**config.mk**
```make
export PLATFORM = sky130hd
export DESIGN_NAME = dmem_arbiter
export DESIGN_NICKNAME = d
export VERILOG_FILES = /design/src/rtl/dmem_arb_pkg.sv /design/src/rtl/dmem_lane_unit.sv /design/src/rtl/dmem_arbiter.sv
export SDC_FILE = /design/constraint.sdc
export NUM_CORES = 1
export LEC_CHECK = 0
export CAP_MARGIN = 10
export CORE_MARGIN = 2
export CORE_UTILIZATION = 42
export CTS_CLUSTER_DIAMETER = 30
export CTS_CLUSTER_SIZE = 25
export DETAILED_ROUTE_END_ITERATION = 12
export PLACE_DENSITY = 0.85
export SYNTH_ARGS = -nofsm -noshare
export SYNTH_HDL_FRONTEND = slang
export SYNTH_SLANG_ARGS = --single-unit
```
**constraint.sdc**
```tcl
create_clock -name clk_i -period 7.1 [get_ports clk_i]
set_input_delay 0.71 -clock clk_i [delete_from_list [all_inputs] [get_ports clk_i]]
set_output_delay 0.71 -clock clk_i [all_outputs]
set_load 0.01 [all_outputs]
```
**src/rtl/dmem_arb_pkg.sv**
```systemverilog
// Shared types for the data-memory arbiter.
// Size codes, FSM states and load/store lane masks.
package dmem_arb_pkg;

  typedef enum logic [1:0] {
    SZ_BYTE = 2'b00,
    SZ_HALF = 2'b01,
    SZ_WORD = 2'b10
  } size_t;

  typedef enum logic [1:0] {
    IDLE,
    ACCESS,
    WRITE,
    RESP
  } state_t;

  localparam logic [31:0] LANE_B = 32'h0000_00ff;
  localparam logic [31:0] LANE_H = 32'h0000_ffff;

endpackage

```
**src/rtl/dmem_lane_unit.sv**
```systemverilog
// Byte-lane logic: load sign/zero extension and sub-word store merge.
// Ports: size, uns, rd, old_word, wdata in; rdata, new_word out.
module dmem_lane_unit
  import dmem_arb_pkg::*;
#(
  parameter int WIDTH = 32
) (
  input  logic [1:0]       size,
  input  logic             uns,
  input  logic [WIDTH-1:0] rd,
  input  logic [WIDTH-1:0] old_word,
  input  logic [WIDTH-1:0] wdata,
  output logic [WIDTH-1:0] rdata,
  output logic [WIDTH-1:0] new_word
);

  logic [WIDTH-1:0] mask;

  // Size 2'b11 falls through to the word case.
  always_comb begin
    rdata = rd;
    mask  = '1;
    unique case (1'b1)
      (size == SZ_BYTE): begin
        rdata = {{(WIDTH-8){rd[7] & ~uns}}, rd[7:0]};
        mask  = WIDTH'(LANE_B);
      end
      (size == SZ_HALF): begin
        rdata = {{(WIDTH-16){rd[15] & ~uns}}, rd[15:0]};
        mask  = WIDTH'(LANE_H);
      end
      default: ;
    endcase
  end

  assign new_word = (old_word & ~mask) | (wdata & mask);

endmodule

```
**src/rtl/dmem_arbiter.sv**
```systemverilog
// Round-robin two-port data RAM controller with sub-word RMW stores.
// Ports: clk_i, rst_i, req0/1_*, rsp0/1_*, ram_we_o/ram_a_o/ram_wd_o, ram_rd_i.
module dmem_arbiter
  import dmem_arb_pkg::*;
#(
  parameter int WIDTH     = 32,
  parameter int ADDR_USED = 17
) (
  input  logic             clk_i,
  input  logic             rst_i,
  input  logic             req0_valid_i,
  output logic             req0_ready_o,
  input  logic             req0_we_i,
  input  logic [1:0]       req0_size_i,
  input  logic             req0_unsigned_i,
  input  logic [WIDTH-1:0] req0_addr_i,
  input  logic [WIDTH-1:0] req0_wdata_i,
  output logic             rsp0_valid_o,
  output logic [WIDTH-1:0] rsp0_rdata_o,
  input  logic             req1_valid_i,
  output logic             req1_ready_o,
  input  logic             req1_we_i,
  input  logic [1:0]       req1_size_i,
  input  logic             req1_unsigned_i,
  input  logic [WIDTH-1:0] req1_addr_i,
  input  logic [WIDTH-1:0] req1_wdata_i,
  output logic             rsp1_valid_o,
  output logic [WIDTH-1:0] rsp1_rdata_o,
  output logic             ram_we_o,
  output logic [WIDTH-1:0] ram_a_o,
  output logic [WIDTH-1:0] ram_wd_o,
  input  logic [WIDTH-1:0] ram_rd_i
);

  state_t               state_q;
  logic                 rr_q;
  logic                 port_q;
  logic                 we_q;
  logic [1:0]           size_q;
  logic                 uns_q;
  logic [ADDR_USED-1:0] addr_q;
  logic [WIDTH-1:0]     wdata_q;
  logic [WIDTH-1:0]     rdata_q;
  logic [WIDTH-1:0]     merge_q;

  logic             idle;
  logic             gnt0;
  logic             gnt1;
  logic [WIDTH-1:0] ext_rd;
  logic [WIDTH-1:0] new_word;
  logic             unused_hi;

  assign unused_hi = ^{req0_addr_i[WIDTH-1:ADDR_USED],
                       req1_addr_i[WIDTH-1:ADDR_USED]};

  // Ready is held low while reset is asserted.
  assign idle = (state_q == IDLE) & ~rst_i;
  assign gnt0 = idle & req0_valid_i & (~req1_valid_i | ~rr_q);
  assign gnt1 = idle & req1_valid_i & (~req0_valid_i | rr_q);

  assign req0_ready_o = gnt0;
  assign req1_ready_o = gnt1;

  dmem_lane_unit #(.WIDTH(WIDTH)) u_lane (
    .size     (size_q),
    .uns      (uns_q),
    .rd       (ram_rd_i),
    .old_word (merge_q),
    .wdata    (wdata_q),
    .rdata    (ext_rd),
    .new_word (new_word)
  );

  always_ff @(posedge clk_i or posedge rst_i) begin
    if (rst_i) begin
      state_q <= IDLE;
      rr_q    <= 1'b0;
      port_q  <= 1'b0;
      we_q    <= 1'b0;
      size_q  <= 2'b00;
      uns_q   <= 1'b0;
      addr_q  <= '0;
      wdata_q <= '0;
      rdata_q <= '0;
      merge_q <= '0;
    end else begin
      unique case (state_q)
        IDLE: begin
          if (gnt0 | gnt1) begin
            state_q <= ACCESS;
            port_q  <= gnt1;
            rr_q    <= gnt0;
            we_q    <= gnt1 ? req1_we_i : req0_we_i;
            size_q  <= gnt1 ? req1_size_i : req0_size_i;
            uns_q   <= gnt1 ? req1_unsigned_i : req0_unsigned_i;
            addr_q  <= gnt1 ? req1_addr_i[ADDR_USED-1:0]
                            : req0_addr_i[ADDR_USED-1:0];
            wdata_q <= gnt1 ? req1_wdata_i : req0_wdata_i;
          end
        end
        ACCESS: begin
          rdata_q <= we_q ? '0 : ext_rd;
          merge_q <= ram_rd_i;
          state_q <= (we_q & ~size_q[1]) ? WRITE : RESP;
        end
        WRITE:   state_q <= RESP;
        RESP:    state_q <= IDLE;
        default: state_q <= IDLE;
      endcase
    end
  end

  logic acc;
  logic wr;
  logic rsp;

  assign acc = (state_q == ACCESS);
  assign wr  = (state_q == WRITE);
  assign rsp = (state_q == RESP);

  assign ram_a_o  = (acc | wr) ? {{(WIDTH-ADDR_USED){1'b0}}, addr_q} : '0;
  assign ram_we_o = (acc & we_q & size_q[1]) | wr;
  assign ram_wd_o = wr ? new_word
                  : (acc & we_q & size_q[1]) ? wdata_q : '0;

  assign rsp0_valid_o = rsp & ~port_q;
  assign rsp1_valid_o = rsp & port_q;
  assign rsp0_rdata_o = rsp0_valid_o ? rdata_q : '0;
  assign rsp1_rdata_o = rsp1_valid_o ? rdata_q : '0;

endmodule

```
==> flow_summary.toml <==
[clock_tree]
clkTransAtPathRegs_ns = 0.05
cts-root-buf = "clkbuf_16"
cts_resized = 0
clock_path_buffers = 2
post_cts_buffers = 0
hold_buffers = 0
cts_inserted_buffers = 17
cts_tree = "done"
numClockSinks = 113
h-tree-depth = 4
clock_latency_ns = 0.41

[critical_path]
cp.required_ns = 6.39
worstPathArrival_ns = 3.36
r2r_cells = 7
cp-start-kind = "flop"
setup.worst_path.start = "state_q[0]"
max_stage_delay_ns = 0.93
cp_slowest_cell = "nor2b_2"
cp_cell_sequence = "ha_1 > nor2b_2 > and2_1 > clkdlybuf4s50_1"
end_kind = "output pin"
endpoint = "rsp0_rdata_o[0]"
critPathKind = "reg2out"
cp_max_fo = 34
r2r-start = "state_q[0]"
ff2ff_setup_slack_ns = 4.37
r2r-end = "wdata_q[28]"

[place]
gp_congestion = 0.842
placed_area_sq_um = 8530
pre_cts_ws_ns = 3.44
numPortBuffers = 259
dpl.hpwl_mm = 12.4
dpl.cell_count = 1083

[logic_synthesis]
synth.largest_area_cell = "dfrtp_1"
yosysTopAreaCellShare_pct = 47.6
ys_seq_elements = 113
avgSynthCellArea_sq_um = 8.63
yosys_warnings = 0
synth_edf_count = 0
synthesis.area_sq_um = 5940
yosysUniqueCellTypes = 32
seq_area_frac_synth_pct = 47.6
async_flop_share_pct = 100
ys.flop_type = "dfrtp_1"
netlist_instances = 688
synthTopCellsByArea = "dfrtp_1 (48%), nand2_1 (7.6%), a31oi_1 (5.6%)"

[final_layout]
fill_cells = 1150
layout-drive-gt1-share_pct = 7.27
final_common_cell = "clkdlybuf4s50_1"
design_area_sq_um = 9140
fin_util_pct = 66.1
syn2layout_area_growth_pct = 53.9
fin_cells = 1115
nets = 1099
final_cell_mix = "clkdlybuf4s50_1 (259), nand2_1 (120), dfrtp_1 (113)"
n_antenna_cell = 0

[sta]
slew_headroom_pct = 25.4
clock_skew_ns = 0.00667
rsz0062_at_grt = "no"
setup_viol = 0
hold_viol = 0
period_minus_slack_ns = 4.07
finalCritPeriodShare_pct = 57.3
holdWs_ns = 0.490
slew_violations = 0
fin_tns_setup_ns = 0
setup_ws_ns = 3.03
fmax_mhz = 246
tightest_slew_ns = 1.12

[power_and_ir_drop]
worst_ir_drop_vdd_mv = 0.202
cellLeakagePower_nw = 3.93
comb_power_share_pct = 46.2
design_power_total_mw = 3.80
power_switching_mw = 1.36
internal_power_mw = 2.44
swShare_pct = 35.7
power_frac_clock_pct = 23.3
p_seq_share_pct = 30.4
power_density_nw_per_um2 = 415

[min_path]
min_path_type = "reg2reg"
hold_depth = 2

[grt]
grt_util_all_layers_pct = 23.7
grt_pass1_vias = 5462
grt_pass1_wl_mm = 27.6
grt_antenna_before_repair = 0
grt_max_degree = 71
overflow = 0

[routing]
drtAntennaViolNets = 0
first_pass_iters = 4
drcViolationCount = 0
drtIter0Drc = 414
vias = 5641
wl_mm = 17.4
avgViaCountPerCell = 5.06
avgRoutedWirePerCell_microns = 15.6

[floorplanning]
dieWidth_microns = 123
coreArea_sq_um = 13800
pin_count = 305
start_util_pct = 42.9
die_h_microns = 123
die_area_sq_um = 15100
rows = 43

[outcome]
outcome = "finished, final reports clean"

[run]
drv_cap = 0
[critical path, delay by kind of cell (launching register included)]
kind,cells,cell delay (ns)
flip-flops,1,0.39
AND/OR/NAND/NOR,2,1.20
buffers and inverters,1,0.55
adder cells (fa/ha/maj),1,0.80
[flip-flops by register name, indices dropped and copies added (netlist names), 2 cells and up]
| signal | count |
|---|---|
| size_q | 2 |
| addr_q | 17 |
| merge_q | 24 |
| state_q | 2 |
| rdata_q | 32 |
| wdata_q | 32 |
[cells by family after synthesis]
kind of cell | count (synthesis) | synth area share [%]
AO/OA/AOI/OAI | 141 | 14.6
adder cells (fa/ha/maj) | 5 | 1.05
buffers and inverters | 105 | 8.41
flip-flops | 113 | 47.6
multiplexers | 25 | 4.72
other | 1 | 0.0632
AND/OR/NAND/NOR | 298 | 23.5
[final cells by class]
| type | count | area (sq um) | area share (%) |
|---|---|---|---|
| Sequential cell | 113 | 2830 | 30.9 |
| Multi-Input combinational cell | 484 | 2680 | 29.3 |
| Timing Repair Buffer | 265 | 2640 | 28.9 |
| Clock buffer | 21 | 450 | 4.93 |
| Tap cell | 180 | 225 | 2.46 |
| Clock inverter | 11 | 161 | 1.77 |
| Inverter | 41 | 156 | 1.71 |
[synthesized netlist by cell type, types with 3 or more instances]
cell,instances
o21ai_0,28
dfrtp_1,113
nand3_1,3
a22oi_1,12
a21oi_1,13
buf_2,30
nand2_1,120
a22o_1,8
inv_1,40
and2_1,50
nor2_1,73
o22ai_1,25
nor2b_1,11
mux2_2,24
ha_1,5
a31oi_1,53
clkbuf_1,16
buf_4,16
and3_1,35
[power by group through the flow]
| stage | clock network [mW] | registers [mW] | logic, mW |
|---|---|---|---|
| 5_1_grt | 0.931 | 1.19 | 1.93 |
| 2_1_floorplan | 0 | 1.07 | 1.06 |
| 6_report | 0.886 | 1.15 | 1.76 |
| 3_5_place_dp | 0 | 1.16 | 1.76 |
| 4_1_cts | 0.901 | 1.15 | 1.77 |
| 3_3_place_gp | 0 | 1.15 | 1.73 |
[routing by layer]
metal / share of wire (%) / vias to the layer above / track usage (%)
li1: - / 2748 / -
met2: 48 / 228 / 38.2
met4: 2.8 / 0 / 9.63
met3: 7.7 / 31 / 6.46
met1: 41 / 2634 / 30.3
met5: 0 / - / 0
[worst min path at each step]
stage                     slack [ns]   startpoint           to
after floorplan                 0.46         rr_q         rr_q
after global placement          0.48         rr_q         rr_q
after detailed placement        0.48         rr_q         rr_q
after CTS                       0.49         rr_q         rr_q
after global routing            0.53  merge_q[30]  merge_q[30]
final                           0.49         rr_q         rr_q
Power figures use the tool's default switching activity.
